### src/rtl/click_sync_tx.sv
// click_sync_tx: synchronous FIFO draining into a 2-phase click-buffer request/ack handshake
module click_sync_tx #(
  parameter int DW    = 2,
  parameter int DEPTH = 4,
  parameter int SYNC  = 2
) (
  input  logic                     i_clk,
  input  logic                     i_rstn,
  input  logic                     i_valid,
  input  logic [DW-1:0]            i_data,
  output logic                     o_ready,
  output logic                     o_req,
  output logic [DW-1:0]            o_data,
  input  logic                     i_ack,
  output logic [$clog2(DEPTH):0]   o_count,
  output logic                     o_done,
  output logic                     o_err
);
  localparam int AW = $clog2(DEPTH);
  localparam int CW = AW + 1;

  typedef enum logic {IDLE, WAIT} state_t;

  state_t          state, state_nxt;
  logic [DW-1:0]   mem [DEPTH];
  logic [AW-1:0]   wr_ptr, rd_ptr;
  logic [SYNC-1:0] sync;
  logic            ack_s, push, pop, done_nxt, spur;

  assign ack_s   = sync[SYNC-1];
  assign o_ready = o_count < CW'(DEPTH);
  assign push    = i_valid && o_ready;

  // Handshake decisions: launch from IDLE on matching phases, complete in WAIT on matching phases
  always_comb begin
    state_nxt = state;
    pop       = 1'b0;
    done_nxt  = 1'b0;
    spur      = 1'b0;
    if (state == IDLE) begin
      spur      = ack_s != o_req;
      pop       = !spur && o_count != '0;
      state_nxt = pop ? WAIT : IDLE;
    end else if (ack_s == o_req) begin
      state_nxt = IDLE;
      done_nxt  = 1'b1;
    end
  end

  // Handshake state register
  always_ff @(posedge i_clk or negedge i_rstn) begin
    if (!i_rstn) state <= IDLE;
    else         state <= state_nxt;
  end

  // Ack synchronizer; only its last stage is looked at
  always_ff @(posedge i_clk or negedge i_rstn) begin
    if (!i_rstn) sync <= '0;
    else         sync <= {sync[SYNC-2:0], i_ack};
  end

  // Storage array; contents are meaningless until the write pointer passes over them
  always_ff @(posedge i_clk) begin
    if (push) mem[wr_ptr] <= i_data;
  end

  // Pointers wrap naturally because DEPTH is a power of two
  always_ff @(posedge i_clk or negedge i_rstn) begin
    if (!i_rstn) begin
      wr_ptr  <= '0;
      rd_ptr  <= '0;
      o_count <= '0;
    end else begin
      if (push) wr_ptr <= wr_ptr + AW'(1);
      if (pop)  rd_ptr <= rd_ptr + AW'(1);
      o_count <= o_count + CW'(push) - CW'(pop);
    end
  end

  // Click-side outputs: data and request change together only on a launch
  always_ff @(posedge i_clk or negedge i_rstn) begin
    if (!i_rstn) begin
      o_data <= '0;
      o_req  <= 1'b0;
      o_done <= 1'b0;
      o_err  <= 1'b0;
    end else begin
      if (pop) begin
        o_data <= mem[rd_ptr];
        o_req  <= ~o_req;
      end
      o_done <= done_nxt;
      o_err  <= o_err | spur;
    end
  end
endmodule

### config.mk
export PLATFORM = sky130hd
export DESIGN_NAME = click_sync_tx
export DESIGN_NICKNAME = d
export VERILOG_FILES = /design/src/rtl/click_sync_tx.sv
export SDC_FILE = /design/constraint.sdc
export NUM_CORES = 1
export LEC_CHECK = 0
export BUFFER_PORTS_ARGS = -buffer_cell sky130_fd_sc_hd__buf_2
export CORE_MARGIN = 2
export CORE_UTILIZATION = 45
export CTS_CLUSTER_DIAMETER = 80
export DETAILED_ROUTE_END_ITERATION = 10
export HOLD_SLACK_MARGIN = 0.03
export MAX_ROUTING_LAYER = met4
export PLACE_DENSITY = 0.76
export RECOVER_POWER = 50
export SLEW_MARGIN = 20
export SYNTH_ARGS = -nofsm -noshare
export SYNTH_HDL_FRONTEND = slang
export SYNTH_SLANG_ARGS = --single-unit
export TNS_END_PERCENT = 100
### constraint.sdc
create_clock -name i_clk -period 4.8 [get_ports i_clk]
set_clock_uncertainty 0.15 [all_clocks]
set_input_delay 0.24 -clock i_clk [delete_from_list [all_inputs] [get_ports i_clk]]
set_output_delay 0.24 -clock i_clk [all_outputs]
set_load 0.005 [all_outputs]
# Word-level counts from Yosys, hierarchy flattened

Memory sizes are Yosys's and may differ from the RTL's. A register that Yosys moved wholly into a read port is not among the register bits.
Cells that the tools add are included.

$add $sub $neg: 4
Magnitude comparators: 1
Equality and inequality tests: 2
Multiplexer cells: 9
Bitwise logic cells: 2
Reduce and logical (&&, ||, !) cells: 5

Operator list:

| operator                                     | count |
|---|---|
| two-way mux 1 bit                            | 9 |
| adder 2 x 1 -> 2 bit (second input constant) | 2 |
| adder 3 x 1 -> 3 bit                         | 1 |
| < comparator 3 bit (second input constant)   | 1 |
| nonzero test 3 bit                           | 1 |
| subtractor 3 x 1 -> 3 bit                    | 1 |
| logical AND 1 bit                            | 2 |
| logical NOT 1 bit                            | 2 |
| equality test 1 bit                          | 1 |
| inequality test 1 bit                        | 1 |
| NOT 1 bit                                    | 1 |
| bitwise OR 1 bit                             | 1 |

Register bits: 13
Bits in writable memories: 8
Input bits: 6
Output and inout bits: 9
Logic and storage cells: 32
Memories: 1

Memories:

| name | depth | bits a word | rd ports | clocked after Yosys merged registers in | wr ports | RTL line | text |
|---|---|---|---|---|---|---|---|
| mem  | 4     | 2           | 1        | 1                                       | 1        | 25       | `logic [DW-1:0] mem [DEPTH];` |

# Depth between registers and ports, before layout

Depth after elaboration: 5
Mapped depth: 9
Mapped depth without buffers: 8

# Least setup slack after synthesis

No wires, ideal clock.

Path kind: register -> register
From: reg o_count[2]
To: reg o_count[2]
Library setup time: 0.123 ns
Arrival: 2.002 ns
Path slack: 2.526 ns
Cell stages (with the launch flop): 9
Path buffers: 0
Period minus slack after synthesis: 2.274 ns
Cells stage by stage: dfrtp_1 > nor3_1 > nor3_4 > ha_1 > inv_1 > ha_1 > fa_1 > xnor2_1 > xnor2_1

Longest elaborated chain between the ends: 4
Elaborated cells between the ends (all ways): 7

RTL lines:

| element                   | RTL line | text |
|---|---|---|
| from (decl)               | 15       | `output logic [$clog2(DEPTH):0] o_count,` |
| from (signal assigned)    | 76       | `o_count <= o_count + CW'(push) - CW'(pop);` |
| nonzero test 3 bit        | 42       | `pop = !spur && o_count != '0;` |
| logical AND 1 bit         | 42       |  |
| two-way mux 1 bit         | 40       | `if (state == IDLE) begin` |
| named net pop             | 28       | `logic ack_s, push, pop, done_nxt, spur;` |
| subtractor 3 x 1 -> 3 bit | 76       |  |

The timed path passes the listed nets, and every way through them passes these cells.
A chain may end at the register's enable or synchronous reset.

# Worst setup path after layout

Same ends and word-level chain as after synthesis.

==> flow_summary.yaml <==
outcome:
  outcome: "finished, final reports clean"
worst_setup_path:
  arrival_ns: 2.57
  rr_worst_depth: 8
  r2r_start: "o_count[2]"
  cp-start-kind: "register"
  worstPathMaxFanout: 6
  worstPathCellList: "nor3_1, nor3_4, ha_1, inv_1, ha_1, fa_1, xnor2_1, xnor2_1"
  startpoint: "o_count[2]"
  ff2ff_setup_slack_ns: 2.31
  cpPeakStageDelay_ns: 0.43
  cp_slowest_cell: "dfrtp_1"
  crit-reg2reg-capture: "o_count[2]"
  crit_required_ns: 4.88
  path_class: "reg -> reg"
  cp-endpoint: "o_count[2]"
  endpoint_kind: "register"
floorplan:
  die_area_um2: 2596
  coreArea_um2: 2022
  start_util_pct: 49.07
  num_rows: 16
  chipHeight_um: 50.96
  io_pins: 15
  die_width_um: 50.96
worst_hold_path:
  hp-class: "reg -> reg"
logic_synthesis:
  synthesis.nets: 76
  synth_compound_area_share_pct: 2.018
  yosys.area_share.simple_pct: 7.188
  synth_top_flop_cell: "dfrtp_1"
  yosysWarnings: 0
  ys_types: 20
  synth_top_family_by_area: "adder cells"
  synth_top_area_share_pct: 37.83
  yosys.area.top_type: "dfrtp_1"
  synthMuxAreaShare_pct: 8.323
  synthAdderAreaFrac_pct: 9.584
  ys_top_cells_by_area: "dfrtp_1 38%, edfxtp_1 24%, ha_1 7.6%, mux4_1 5.3%, xnor2_1 3.5%"
  ys_ff_latch: 23
  synth_xor_area_share_pct: 7.818
  syn_area_um2: 992.2
  synth-async-reset-ratio_pct: 65.22
  synthCells: 63
  synth_edf_count: 8
  yosysSeqAreaShare_pct: 62.04
  synth_area_per_cell_um2: 15.75
sta:
  max_slew_margin_pct: 47.01
  setup_slack_ns: 2.306
  grt_setup_unrepaired: "false"
  hold-worst-slack_ns: 0.2134
  finalCriticalPeriod_ns: 2.494
  setup_viol_count_final: 0
  slew_viol_final: 0
  tns_ns: 0
  tightest_slew_ns: 0.7949
  finalCritPeriodShare_pct: 51.97
  final_hold_viol_count: 0
  fmax_ghz: 0.4009
drt:
  wl_um: 1425
  vias_per_cell: 4.739
  drc: 0
  vias: 526
  dr.pass1.iters: 2
  postRouteAntennaNets: 0
  drt-initial-drc-count: 3
  wl_per_cell_um: 12.84
power:
  power_mw: 0.6918
  ir_drop_mv: 0.2910
  leakagePower_nw: 0.5135
  p_per_area_nw_per_um2: 598.4
cts:
  h-tree-depth: 1
  clk_latency_ns: 0.30
  clkSinkCount: 23
  cts_root_buf: "clkbuf_4"
  clk_pin_slew_ns: 0.12
  cts_tree: "built"
  clockBufferDepth: 2
  cts_setup_buffers: 0
  cts_inserted_buffers: 3
placement:
  portBuffers: 14
  dp_slack_ns: 2.311
  globalplace.congestion: 0.7766
  dp_hpwl_um: 1079
cells_and_area:
  area_growth_pct: 16.52
  final_cell_mix: "15 x dfrtp_1, 11 x buf_2, 8 x edfxtp_1"
  fin_util_pct: 57.18
  fin_nets: 98
  num_antenna_cells: 0
  final_common_cell: "dfrtp_1"
  drive_above_1_share_pct: 22.62
global_routing:
  grt_first_pass_wirelength_um: 2511
  grt_max_degree: 16
  grt_pass1_vias: 589
  grt_antenna_before_repair: 0
  overflow: 0
  track_usage_pct: 13.56
job:
  drv_cap: 0
==> synth_stat cells (2+ instances only) <==
| library cell | instances |
|---|---|
| mux4_1 | 2 |
| mux2_4 | 2 |
| edfxtp_1 | 8 |
| inv_1 | 7 |
| dfrtp_1 | 15 |
| xor2_1 | 3 |
| xnor2_1 | 4 |
| ha_1 | 6 |
| and2_1 | 5 |
==> repair_timing <==
action	CTS	global route
resized for setup	0	0
hold buffers	4	0
hold endpoints to repair	24	0
==> sequential cells by signal, summed over array words and instances (netlist names) <==
name,flops
mem,8
o_count,3
o_data,2
rd_ptr,2
sync,2
wr_ptr,2
o_done,1
o_err,1
o_req,1
state,1
==> worst max-delay path: cells and delay by family (launching register included) <==
| kind | cells | cell delay (ns) |
|---|---|---|
| and+or+nand+nor | 2 | 0.57 |
| DFF | 1 | 0.43 |
| xor gates and xnor gates | 2 | 0.35 |
| adders and majority gates | 3 | 0.87 |
| buffers and inverters | 1 | 0.04 |
==> stage by stage <==
stage          cells  area, µm²
2_1_floorplan     63      992.2
3_3_place_gp     103       1092
3_5_place_dp     103       1092
4_1_cts          111       1160
5_1_grt          111       1156
6_report         111       1156
==> final cells by class <==
type	instances	area (µm²)
multi-input cells	32	346.6
repair buffers	18	106.4
well taps	27	33.78
clock buffers	3	22.52
fillers	178	865.8
clock inverters	1	5.005
inverters	7	26.28
flip-flops and latches	23	615.6
==> power breakdown <==
part	leakage [nW]	total, mW	switching, mW	internal, mW
sequential	0.247	0.327	0.0558	0.271
clock	0.0177	0.0849	0.0539	0.0311
combinational	0.249	0.280	0.131	0.149
total	0.513	0.692	0.240	0.451
==> logic make-up (layout without fill, tap and decap cells) <==
family                   after synthesis  in the layout
multiplexers                           4              4
XOR/XNOR                               8              8
AND/OR/NAND/NOR                       10             10
AO/OA/AOI/OAI                          3              3
flip-flops                            23             23
buffers and inverters                  8             29
adder cells (fa/ha/maj)                7              7
==> how the worst min path moves through the flow <==
stage                 start    endpoint  cells after the start
global placement     i_rstn       o_req                      1
CTS                  i_rstn       o_req                      2
global route        sync[0]     sync[1]                      0
finish              sync[0]     sync[1]                      0
detailed placement   i_rstn       o_req                      1
floorplan            i_rstn  o_count[0]                      0
==> routing by layer <==
metal  track usage (%)  vias to the layer above  part of all wire [%]  wire length, µm
met4             5.405                        0                   1.1               16
li1                  -                      254                     -                -
met2             24.46                       10                    54              772
met3             3.509                        4                   2.7               39
met5                 -                        -                     0                0
met1             13.98                      258                    42              597
Power figures use the tool's default switching activity.
